<file path="config.mk">
export PLATFORM = sky130hd
export DESIGN_NAME = hash_msg_streamer
export DESIGN_NICKNAME = d
export VERILOG_FILES = /design/src/rtl/hash_msg_streamer.sv
export SDC_FILE = /design/constraint.sdc
export NUM_CORES = 1
export LEC_CHECK = 0
export CORE_MARGIN = 5
export CORE_UTILIZATION = 46
export CTS_BUF_LIST = sky130_fd_sc_hd__clkbuf_4 sky130_fd_sc_hd__clkbuf_8
export CTS_CLUSTER_SIZE = 28
export DETAILED_ROUTE_END_ITERATION = 8
export MAX_ROUTING_LAYER = met4
export PLACE_DENSITY = 0.79
export SYNTH_ARGS = -nofsm -noshare
export SYNTH_HDL_FRONTEND = slang
export SYNTH_SLANG_ARGS = --single-unit
</file>
<file path="constraint.sdc">
create_clock -name clock -period 2 [get_ports clock]
set_clock_uncertainty 0.1 [all_clocks]
set_input_delay 0.6 -clock clock [delete_from_list [all_inputs] [get_ports clock]]
set_output_delay 0.6 -clock clock [all_outputs]
set_load 0.01 [all_outputs]
</file>
<file path="src/rtl/hash_msg_streamer.sv">
// Host-word to hash-byte streamer: serialises 32-bit words LSB byte first, frames them with
// start/end strobes and holds the returned digest. Define HASH_STREAM_TIMEOUT_EN for the digest watchdog.
module hash_msg_streamer #(
    parameter int unsigned LEN_W       = 64,
    parameter int unsigned TIMEOUT_CYC = 1024
) (
    input  logic             clock,
    input  logic             rstn,
    input  logic             in_start,
    input  logic [31:0]      in_word,
    input  logic [2:0]       in_nbytes,
    input  logic             in_last,
    input  logic             in_valid,
    output logic             in_ready,
    output logic             h_start,
    output logic [7:0]       h_byte,
    output logic             h_byte_valid,
    input  logic             h_byte_ready,
    output logic             h_end,
    input  logic             h_digest_valid,
    input  logic [31:0]      h_digest,
    output logic             dig_valid,
    output logic [31:0]      dig_out,
    output logic             dig_err,
    input  logic             dig_ready,
    output logic [LEN_W-1:0] msg_len,
    output logic             busy
);

    if (TIMEOUT_CYC == 0) begin : g_bad_timeout
        $error("TIMEOUT_CYC must be nonzero");
    end

    typedef enum logic [2:0] {
        S_IDLE,
        S_START,
        S_LOAD,
        S_SEND,
        S_END,
        S_WAIT,
        S_DONE
    } state_t;

    state_t      state;
    logic [31:0] word_r;
    logic [2:0]  nb_r;
    logic [1:0]  idx_r;
    logic        last_r;
    logic [2:0]  in_nb;
    logic        last_byte;

    // Non-final words always carry four bytes; oversize counts saturate at four.
    assign in_nb     = !in_last ? 3'd4 : ((in_nbytes > 3'd4) ? 3'd4 : in_nbytes);
    assign last_byte = ({1'b0, idx_r} == (nb_r - 3'd1));

    function automatic logic [7:0] sel_byte(input logic [31:0] w, input logic [1:0] i);
        return w[{i, 3'b000} +: 8];
    endfunction

`ifdef HASH_STREAM_TIMEOUT_EN
    localparam int unsigned CNT_W = (TIMEOUT_CYC > 1) ? $clog2(TIMEOUT_CYC) : 1;
    logic [CNT_W-1:0] wait_cnt;
`else
    assign dig_err = 1'b0;
`endif

    always_ff @(posedge clock or negedge rstn) begin
        if (!rstn) begin
            state        <= S_IDLE;
            word_r       <= '0;
            nb_r         <= '0;
            idx_r        <= '0;
            last_r       <= 1'b0;
            in_ready     <= 1'b0;
            h_start      <= 1'b0;
            h_byte       <= '0;
            h_byte_valid <= 1'b0;
            h_end        <= 1'b0;
            dig_valid    <= 1'b0;
            dig_out      <= '0;
            msg_len      <= '0;
            busy         <= 1'b0;
`ifdef HASH_STREAM_TIMEOUT_EN
            dig_err      <= 1'b0;
            wait_cnt     <= '0;
`endif
        end else begin
            h_start <= 1'b0;
            h_end   <= 1'b0;
            case (state)
                S_IDLE: begin
                    if (in_start) begin
                        state   <= S_START;
                        h_start <= 1'b1;
                        busy    <= 1'b1;
                    end
                end
                S_START: begin
                    state    <= S_LOAD;
                    msg_len  <= '0;
                    in_ready <= 1'b1;
                end
                S_LOAD: begin
                    if (in_valid) begin
                        word_r   <= in_word;
                        nb_r     <= in_nb;
                        last_r   <= in_last;
                        idx_r    <= '0;
                        in_ready <= 1'b0;
                        // nb=0 is only reachable on a last word, so it goes straight to END.
                        if (in_nb != 3'd0) begin
                            state        <= S_SEND;
                            h_byte_valid <= 1'b1;
                            h_byte       <= in_word[7:0];
                        end else begin
                            state <= S_END;
                            h_end <= 1'b1;
                        end
                    end
                end
                S_SEND: begin
                    if (h_byte_ready) begin
                        msg_len <= msg_len + LEN_W'(1);
                        idx_r   <= idx_r + 2'd1;
                        if (last_byte) begin
                            h_byte_valid <= 1'b0;
                            if (last_r) begin
                                state <= S_END;
                                h_end <= 1'b1;
                            end else begin
                                state    <= S_LOAD;
                                in_ready <= 1'b1;
                            end
                        end else begin
                            h_byte <= sel_byte(word_r, idx_r + 2'd1);
                        end
                    end
                end
                S_END: begin
                    state <= S_WAIT;
`ifdef HASH_STREAM_TIMEOUT_EN
                    wait_cnt <= '0;
`endif
                end
                S_WAIT: begin
                    if (h_digest_valid) begin
                        state     <= S_DONE;
                        dig_out   <= h_digest;
                        dig_valid <= 1'b1;
`ifdef HASH_STREAM_TIMEOUT_EN
                        dig_err   <= 1'b0;
                    end else if (wait_cnt == CNT_W'(TIMEOUT_CYC - 1)) begin
                        state     <= S_DONE;
                        dig_out   <= '0;
                        dig_err   <= 1'b1;
                        dig_valid <= 1'b1;
                    end else begin
                        wait_cnt <= wait_cnt + CNT_W'(1);
`endif
                    end
                end
                S_DONE: begin
                    if (dig_ready) begin
                        state     <= S_IDLE;
                        dig_valid <= 1'b0;
                        busy      <= 1'b0;
                    end
                end
                default: begin
                    state <= S_IDLE;
                end
            endcase
        end
    end

endmodule
</file>
# Yosys cells after proc, flatten, opt, wreduce, memory -nomap -nowiden

Cells that the tools add are included.

Register bits: 151
Input port bits: 75
Output and inout bits: 111
Logic and storage cells: 96

Add/subtract/negate cells: 3
$lt $le $gt $ge: 1
Eq/ne operators: 16
Shift-type cells: 1
Muxes and demuxes: 44
Reductions and logical operators: 17

Operator list:

| cell                  | count |
|---|---|
| $pmux 64 s2           | 1 |
| $add 64x1->64 const B | 1 |
| $mux 64               | 1 |
| $mux 8                | 4 |
| $shiftx 32x6->8       | 1 |
| $mux 3                | 10 |
| $pmux 3 s7            | 1 |
| $mux 1                | 18 |
| $ne 2x2->1 const B    | 9 |
| $pmux 8 s2            | 1 |
| $reduce_and 5->1      | 3 |
| $eq 3x3->1 const B    | 3 |
| $reduce_and 3->1      | 3 |
| $pmux 1 s2            | 4 |
| $reduce_bool 2->1     | 4 |
| $eq 3x2->1 const B    | 2 |
| $reduce_and 2->1      | 3 |
| $reduce_and 6->1      | 1 |
| $reduce_bool 3->1     | 2 |
| $mux 2                | 2 |
| $pmux 2 s2            | 1 |
| $eq 2x3->1            | 1 |
| $eq 3x1->1 const B    | 1 |
| $gt 3x3->1 const B    | 1 |
| 4 further kinds       | 4 |

# Longest topological paths before layout

Gate-level depths: netlist (run 1).

Depth after elaboration: 7
Gate-level depth with buffers: 8
Mapped depth without buffers: 7

# Least setup slack after synthesis (run 1)

OpenSTA, ideal clock, no wires.

Path kind: register to register
Start point: reg msg_len[31]
End point: reg msg_len[60]
Setup time: 0.077 ns
Arrival time: 2.078 ns
Data required time: 1.823 ns
Setup slack: -0.255 ns
Stages on the path, launching flop included: 7
Buffers on the path: 1
Clock period less this slack: 2.255 ns
Cells stage by stage: dfrtp_1 -> and4_4 -> nand4_4 -> or4_1 -> buf_2 -> or4_1 -> a21oi_1

Word-level cells in the longest chain between the ends: 3

Ends and longest elaborated chain:

| what                     | line | text |
|---|---|---|
| start: declaration       | 26   | `output logic [LEN_W-1:0] msg_len,` |
| start signal: assignment | 123  | `msg_len <= msg_len + LEN_W'(1);` |
| $add 64x1->64            | 123  |  |
| $mux 64                  | 122  | `if (h_byte_ready) begin` |
| $pmux 64 s2              | 90   | `case (state)` |

Every way passes these cells. The select of a mux whose other input is x is not followed.
A chain may end at the register's enable or synchronous reset.

# Final worst setup path (run 1)

Start point: reg state[0]
End point: reg msg_len[25]

Word-level cells in the longest chain between the ends: 3
Elaborated cells between the ends (all ways): 6
Those cells by class: 3 x eq/ne; 1 x mux; 2 x reduce/logical

Ends and longest elaborated chain:

| what                                                             | line | text |
|---|---|---|
| start: declaration                                               | 44   | `state_t state;` |
| start signal: assignment                                         | 69   | `state <= S_IDLE;` |
| start signal: assignment                                         | 93   | `state <= S_START;` |
| start signal: assignment                                         | 99   | `state <= S_LOAD;` |
| $eq 3x2->1 or $eq 3x1->1 (tied branches)                         | 90   |  |
| $ne 2x2->1 (no source line) or $reduce_bool 2->1 (tied branches) | n/a  |  |
| $reduce_and 2->1 (no source line)                                | n/a  |  |

Several ways; a longest one is shown, not always the timed one.

==> results_dict.tcl, run 1 <==
set metrics [dict create \
    r2r-start "state[0]" \
    rsz0062_at_grt "true" \
    diodes 0 \
    hold_path_class "reg2reg" \
    firstDrtPassIters 6 \
    fin_setup_tns_ps -637 \
    drive_above_1_share 0.309 \
    grt_pass1_wl_microns 33400 \
    highest_layer "met4" \
    netlist.area_leader.share 0.525 \
    ioPinCount 186 \
    tritoncts "done" \
    hold_viol_final 0 \
    timing.final.crit_share 1.04 \
    cpMostUsedCell "buf_4" \
    startpoint_type "flop" \
    grt_max_degree 38 \
    fmax_mhz 480 \
    fp.dieH_microns 135 \
    synth.area.top_cells "dfrtp_1, nand2_1, mux2_2" \
    rows 45 \
    gp_congestion 0.840 \
    synth_area_per_cell_sq_um 9.96 \
    yosysMostFrequentCell "dfrtp_1" \
    synthArstFlopShare 1.00 \
    dp_cells 1198 \
    layout_setup_ws_ps -84.7 \
    regArea_sq_um 3800 \
    routed-wl-met3_microns 1450 \
    drc 0 \
    syn_nets 799 \
    area_delta_synth_final_pct 53.7 \
    seq_area_frac_synth 0.525 \
    cts_buffer_depth 2 \
    status "finished with violations" \
    cp-end-kind "flop" \
    port_buffers 184 \
    p_per_area_nw_per_um2 968 \
    clock_sinks 151 \
    path_cells "buf_4 -> nor2b_2 -> nand3_2 -> buf_4 -> nor4_1 -> xnor2_1 -> nor2_1" \
    wl_met1_microns 8730 \
    insertion_delay_ps 460 \
    initial_core_util 0.471 \
    worstPathRequired_ps 2250 \
    power_mw 10.7 \
    fillCellCount 1098 \
    antenna_found_initial 0 \
    wl_per_cell_microns 17.2 \
    worst_slew_pin_slew_ps 534 \
    period_needed_ps 2080 \
    via_per_inst 5.43 \
    htree_levels 4 \
    drv_cap 0 \
    detailedPlacementHpwl_microns 14500 \
    syn_inst 722 \
    multi_input_area_sq_um 3530 \
    wl_met2_microns 11000 \
    dp_slack_ps -636 \
    min_to "word_r[4]" \
    vias 6879 \
    yosysWarnings 0 \
    grt-ovfl-total 0 \
    slowest_delay_ps 450 \
    holdPathStages 2 \
    cts_buffers 17 \
    slew_viol_final 0 \
    root_buffer "clkbuf_8" \
    leakagePower_nw 5.30 \
    syn-cell-area_sq_um 7190 \
    timing.hold.worst.start "word_r[4]" \
    drtAntennaViolNets 0 \
    synth_edf_count 0 \
    cp.arrival_ps 2340 \
    drtIter0Drc 459 \
    yosysTopAreaCell "dfrtp_1" \
    final_nets 1121 \
    chipWidth_microns 135 \
    crit_slowest_cell "nor4_1" \
    ir_drop_mv 0.769 \
    max_slew_margin 0.642 \
    routed_wl_microns 21700 \
    worst-path-max-fanout 17 \
    setup_violations 20 \
    yosysUniqueCellTypes 52 \
    rrSetupSlack_ps -80 \
    r2r_cells 7 \
    path_class "reg2reg" \
    violations "setup timing" \
    synth_commonest_cells "dfrtp_1, nand2_1, o21ai_0" \
    final_cell_count_no_fill 1267 \
    grtUsageTotal 0.236 \
    clkTransAtPathRegs_ps 80 \
    grt_pass1_vias 6745 \
    r2r-end "msg_len[25]" \
    ys.flop_type "dfrtp_1" \
    ys_seq_elements 151 \
    dieArea_sq_um 18200 \
    core_sq_um 15300 \
]
## kinds of logic after synthesis
group	count (synthesis)	synth area share
other cells	1	0.000521
fa+ha+maj	2	0.00348
simple gates	332	0.232
mux	50	0.0891
xor+xnor	26	0.0317
buf+inv	48	0.0287
compound gates	112	0.0892
flops	151	0.525
## area by class of cell
class	count	share of cell area
multi-input cells	524	0.320
flip-flops and latches	151	0.343
clock buffers	23	0.0269
repair buffers	341	0.272
clock inverters	8	0.0110
well taps	211	0.0239
inverters	9	0.00305
## metrics by stage
stage / cell area [sq um] / utilization / hold WS, ps
after detailed placement: 10200 / 0.666 / 358
after floorplan: 7280 / - / 204
after CTS: 10700 / 0.701 / 378
after global placement: 10200 / 0.666 / 354
after global routing: 11100 / 0.725 / 403
final: 11100 / 0.725 / 378
## power by group
part / switching, mW / internal (mW) / total [mW] / leakage, nW
logic: 2.00 / 1.92 / 3.92 / 3.11
clock network: 1.14 / 1.36 / 2.51 / 0.216
registers: 0.433 / 3.85 / 4.28 / 1.98
## sequential cells by signal (all words and copies together), names as in the netlist, 2 cells and up
register,count
idx_r,2
h_byte,8
state,3
dig_out,32
msg_len,64
nb_r,3
word_r,32
## timing repair
item | 4_1_cts | 5_1_grt
endpoints found under the setup margin | 133 | 68
buffers inserted | 19 | 15
gates cloned | 1 | 2
hold buffers | 1 | 0
gates resized for setup | 151 | 95
hold endpoints to repair | 31 | 0
pin swaps | 10 | 22
## cells in the final DEF (no fill, tap or decap), types with 4 or more instances in the layout
cell / instances
or4_1: 7
dfrtp_2: 14
clkbuf_8: 20
clkbuf_2: 5
o21ai_0: 37
o21ai_1: 5
nor3_1: 5
a21oi_1: 25
nand2b_1: 5
o21a_1: 5
nand3_2: 8
buf_6: 11
xnor2_1: 9
dfrtp_1: 137
buf_4: 140
or3_1: 18
nand4_1: 19
and4_4: 8
dlygate4sd2_1: 70
nand2_1: 146
o31ai_2: 4
o31ai_1: 10
mux4_2: 8
nor2b_1: 5
mux2i_1: 10
nand3_1: 21
or4_4: 10
inv_1: 7
and2_1: 5
mux2_2: 32
and3_1: 7
and4_1: 7
xor2_1: 16
a21oi_2: 15
buf_12: 6
clkdlybuf4s50_1: 72
nor2_1: 35
clkdlybuf4s15_1: 32
## routing by layer
| metal | vias up | track usage |
|---|---|---|
| met3 | 52 | 0.0611 |
| met2 | 264 | 0.377 |
| li1 | 3214 | - |
| met4 | 0 | 0.0722 |
| met1 | 3349 | 0.297 |
| met5 | - | - |
## worst max-delay path, delay by kind of cell, from the launching register on
family	cells	cell delay, ps
AND/OR/NAND/NOR	4	890
buffers and inverters	2	410
flip-flops	1	400
XOR/XNOR	1	190
## worst max path at each step
| stage | endpoint | startpoint | slack [ps] | depth (start not counted) |
|---|---|---|---|---|
| floorplan | msg_len[56] | msg_len[47] | -140 | 7 |
| finish | msg_len[25] | state[0] | -80 | 7 |
| CTS | msg_len[60] | msg_len[49] | -80 | 5 |
| global route | msg_len[25] | state[0] | -170 | 7 |
| detailed placement | msg_len[62] | h_byte_ready | -640 | 6 |
| global placement | msg_len[42] | h_byte_ready | -590 | 7 |
Note: power is estimated with default switching activity, not from simulation.
==> run 2: changes to the inputs <==
Settings changed: CORE_UTILIZATION 46 to 45, CTS_BUF_LIST sky130_fd_sc_hd__clkbuf_4 sky130_fd_sc_hd__clkbuf_8 to not set, PLACE_DENSITY 0.79 to 0.78.
==> run 2 against run 1 <==
Compared with the run above:
- the run still ends with setup timing left
- critical path depth is 1 lower
- core utilization is 1.5 points lower
- design area is 1.2% higher
- sequential power hardly changed
==> results_dict.tcl, run 2 (synthesized netlist as in run 1, its figures left out) <==
set metrics [dict create \
    worst-path-max-fanout 5 \
    gp_congestion 0.835 \
    clkTransAtPathRegs_ps 60 \
    top_register "msg_len" \
    path_cells "and4_1 -> nor2b_4 -> nand4_1 -> buf_6 -> or4_1 -> a21oi_1" \
    area_delta_synth_final_pct 55.7 \
    core_sq_um 15800 \
    initial_core_util 0.456 \
    reg_top3 "msg_len x64, dig_out x32, word_r x32" \
    grt_pass1_wl_microns 35000 \
    final_nets 1109 \
    htree_levels 4 \
    cts_buffer_depth 2 \
    final_common_cell "nand2_1" \
    drive_above_1_share 0.296 \
    violations "setup timing" \
    firstDrtPassIters 5 \
    rsz0062_at_grt "true" \
    detailedPlacementHpwl_microns 14300 \
    layout.cells.most_common_list "nand2_1, dfrtp_1, buf_4" \
    via_per_inst 5.43 \
    insertion_delay_ps 430 \
    antenna_found_initial 0 \
    grt_pass1_vias 6979 \
    chipWidth_microns 136 \
    root_buffer "clkbuf_16" \
    routed_wl_microns 22600 \
    worst-path-buf-inv 1 \
    timing.critical_path.max_delay_family "simple AND/OR/NAND/NOR gates" \
    fmax_mhz 462 \
    drtAntennaViolNets 0 \
    vias 6846 \
    cp.arrival_ps 2420 \
    drv_cap 0 \
    hold_viol_final 0 \
    grt-ovfl-total 0 \
    layout_setup_ws_ps -164 \
    slowest_delay_ps 460 \
    wl_per_cell_microns 17.9 \
    dp_slack_ps -597 \
    p_per_area_nw_per_um2 1020 \
    grtUsageTotal 0.244 \
    fillCellCount 1169 \
    tritoncts "done" \
    dieArea_sq_um 18600 \
    ioPinCount 186 \
    drtIter0Drc 543 \
    period_needed_ps 2160 \
    drc 0 \
    cts_buffers 17 \
    path_class "reg2reg" \
    design_area_sq_um 11200 \
    crit_slowest_cell "or4_1" \
    status "finished with violations" \
    timing.final.crit_share 1.08 \
    port_buffers 184 \
    largest_register_ffs 64 \
    fp.dieH_microns 136 \
    diodes 0 \
    cp-end-kind "flop" \
    startpoint_type "flop" \
    slew_viol_final 0 \
    dpl_cell_area_sq_um 10100 \
    rows 46 \
    setup_violations 27 \
    grt_max_degree 52 \
    worstPathRequired_ps 2250 \
    ir_drop_mv 0.777 \
    hold_path_class "reg2reg" \
    clock_sinks 151 \
    leakagePower_nw 5.45 \
]
## run 2: final timing paths
kind,startpoint,to,slack (ps),cells after the start
setup / recovery,msg_len[6],msg_len[42],-160,6
hold / removal,word_r[23],word_r[23],370,2
setup reg to reg,msg_len[6],msg_len[42],-160,6
hold reg to reg,word_r[23],word_r[23],370,2
max in group asynchronous,rstn,dig_valid,750,3
min in group asynchronous,rstn,msg_len[42],500,2
## run 2: tightest hold or removal path, stage by stage, from the launching register on
cell,delay [ps]
dfrtp_1,340
nand2_1,50
nand2_1,50
## run 2: final cells by class
type / instances / area [sq um] / area share
sequential: 151 / 3790 / 0.339
multi-input combinational: 524 / 3570 / 0.319
timing repair buffer: 329 / 2960 / 0.264
clock buffer: 21 / 470 / 0.0420
tap: 216 / 270 / 0.0241
clock inverter: 11 / 98.8 / 0.00883
inverter: 9 / 33.8 / 0.00302
## run 2: timing repair
item,in CTS,in global routing
pin swaps,12,26
setup buffers,27,9
endpoints found under the hold margin,16,0
cloned,4,0
resized for setup,145,67
setup endpoints to repair,141,44
hold buffers,1,0
## run 2: routing by layer
| layer | GRT usage | vias to the layer above | wire (microns) |
|---|---|---|---|
| met3 | 0.0526 | 66 | 1330 |
| met4 | 0.0868 | 0 | 633 |
| met2 | 0.408 | 269 | 11600 |
| met1 | 0.294 | 3330 | 9060 |
| met5 | - | - | 0 |
| li1 | - | 3181 | - |
## run 2: power by group
group	internal (mW)	switching, mW	leakage [nW]
sequential	3.85	0.432	1.98
combinational	1.95	2.03	3.19
clock	1.81	1.31	0.275
## run 2: per-stage QoR
step	setup TNS, ps	utilization	hold WS, ps	total power, mW	std cells
2_1_floorplan	-916	-	204	6.38	722
3_3_place_gp	-23860	0.641	352	8.22	1190
3_5_place_dp	-27010	0.641	361	8.37	1190
4_1_cts	-448	0.691	378	11.2	1254
5_1_grt	-4090	0.710	384	12.0	1261
6_report	-1530	0.710	375	11.4	1261
==> run 3: changes to the inputs <==
Settings changed: CELL_PAD_IN_SITES_DETAIL_PLACEMENT set to 0, CELL_PAD_IN_SITES_GLOBAL_PLACEMENT set to 2, CORE_MARGIN 5 to not set, CORE_UTILIZATION 45 to 27, PLACE_DENSITY 0.78 to not set, PLACE_DENSITY_LB_ADDON set to 0.1.
==> run 3 against run 2 <==
Compared with the run above:
- the flow finishes with violations (DRC, setup timing)
- wire length shrank 2.2%
- total power grew 3.2%
- clock power grew 9.0%
- count of clock-buffer cells in the layout shrank 3
- global-route usage shrank 7.3 points
- maximum frequency grew 2.4%
- highest routed layer unchanged
- via count shrank 3.3%
- critical path depth shrank 1
- design area grew 1.7%
- non-clock buffer count grew 14
- flip-flop and latch count is the same
- combinational power grew 2%
==> results_dict.tcl, run 3 (synthesized netlist as in run 1, its figures left out) <==
set metrics [dict create \
    status "finished with violations" \
    violations "DRC, setup timing" \
    layout_setup_ws_ps -113 \
    drc 16 \
    fillCellCount 2592 \
    initial_core_util 0.275 \
    worstPathRequired_ps 2240 \
    timing.final.crit_share 1.06 \
    final_nets 1123 \
    htree_levels 4 \
    fmax_mhz 473 \
    grt_pass1_wl_microns 35200 \
    fp.dieH_microns 165 \
    cts_buffers 17 \
    rows 59 \
    drv_cap 0 \
    period_needed_ps 2110 \
    drtIter0Drc 283 \
    drtAntennaViolNets 0 \
    regArea_sq_um 3790 \
    grt_pass1_vias 6852 \
    antenna_found_initial 0 \
    path_class "reg2reg" \
    top_register "msg_len" \
    insertion_delay_ps 410 \
    grtUsageTotal 0.171 \
    largest_register_ffs 64 \
    clkTransAtPathRegs_ps 60 \
    diodes 0 \
    via_per_inst 4.75 \
    hold_viol_final 0 \
    tritoncts "done" \
    area_delta_synth_final_pct 58.3 \
    dpl_cell_area_sq_um 10400 \
    cp-end-kind "flop" \
    final_common_cell "nand2_1" \
    core_sq_um 26100 \
    leakagePower_nw 5.55 \
    chipWidth_microns 165 \
    dieArea_sq_um 27300 \
    vias 6617 \
    wl_per_cell_microns 15.9 \
    ioPinCount 186 \
    firstDrtPassIters 6 \
    setup_violations 10 \
    cp.arrival_ps 2350 \
    detailedPlacementHpwl_microns 15700 \
    clock_sinks 151 \
    grt_max_degree 54 \
    routed_wl_microns 22100 \
    grt-ovfl-total 0 \
    design_area_sq_um 11400 \
    port_buffers 184 \
    layout.cells.most_common_list "nand2_1, buf_4, dfrtp_1" \
    hold_path_class "reg2reg" \
    gp_congestion 0.797 \
    reg_top3 "msg_len x64, dig_out x32, word_r x32" \
    startpoint_type "flop" \
    multi_input_area_sq_um 3490 \
    root_buffer "clkbuf_16" \
    slew_viol_final 0 \
    worst-path-max-fanout 7 \
    p_per_area_nw_per_um2 1030 \
    holdWs_ps 372 \
    ir_drop_mv 0.498 \
    cts_buffer_depth 2 \
    drive_above_1_share 0.285 \
    rsz0062_at_grt "true" \
]
==> run 3: changes by cell type in the layout (fill, tap and decap cells not counted), moves of 6 or more <==
cell           before  now
or3_4               7    1
dlygate4sd2_1     105   98
or4_1               5   11
a21oi_2            18    7
buf_4             122  141
or4_4              12    6
a21oi_1            22   33
==> run 3: repair_timing <==
action                                 4_1_cts  5_1_grt
gates resized for setup                    139       53
endpoints found under the hold margin        9        0
setup endpoints to repair                  150       43
hold buffers                                 1        0
pin swaps                                   10       23
buffers inserted                            17       17
gates cloned                                 0        1
==> run 3: power breakdown <==
part | switching (mW) | leakage [nW] | internal, mW
registers | 0.428 | 1.98 | 3.85
logic | 2.03 | 3.28 | 2.03
clock network | 1.31 | 0.295 | 2.08
==> run 3: area by class of cell <==
cell class	instances	area share
Inverter	9	0.00297
Clock inverter	13	0.0159
Clock buffer	18	0.0377
Sequential cell	151	0.333
Timing Repair Buffer	343	0.267
Tap cell	335	0.0368
Multi-Input combinational cell	524	0.306
==> run 3: through the flow <==
step	setup slack [ps]	utilization	instances	total power [mW]	TNS, ps
after detailed placement	-727	0.397	1326	8.46	-31330
final	-113	0.436	1393	11.7	-524
after global routing	-177	0.436	1393	12.5	-1630
after global placement	-735	0.397	1326	8.38	-29530
after floorplan	-141	-	722	6.38	-916
after CTS	-56.0	0.425	1375	11.7	-305
==> run 3: path summary, 6_finish.rpt <==
path,start,endpoint,slack [ps],depth (start not counted)
worst max-delay path,msg_len[51],msg_len[60],-110,5
worst min-delay path,word_r[23],word_r[23],370,2
worst max register to register,msg_len[51],msg_len[60],-110,5
worst min register to register,word_r[23],word_r[23],370,2
max in group asynchronous,rstn,dig_out[2],780,3
min in group asynchronous,rstn,msg_len[47],470,2
==> run 3: critical path, cell delays in order, from the launching register on <==
cell,delay (ps)
dfrtp_1,360
and4_4,260
nand4_1,130
or4_4,610
or4_4,440
a21oi_2,130
==> run 3: metal layers <==
| metal | wire length [microns] | GRT usage | part of all wire |
|---|---|---|---|
| met3 | 909 | 0.0347 | 0.041 |
| met2 | 11100 | 0.285 | 0.50 |
| met4 | 161 | 0.0396 | 0.0073 |
| met1 | 9930 | 0.214 | 0.45 |
| met5 | 0 | - | 0 |
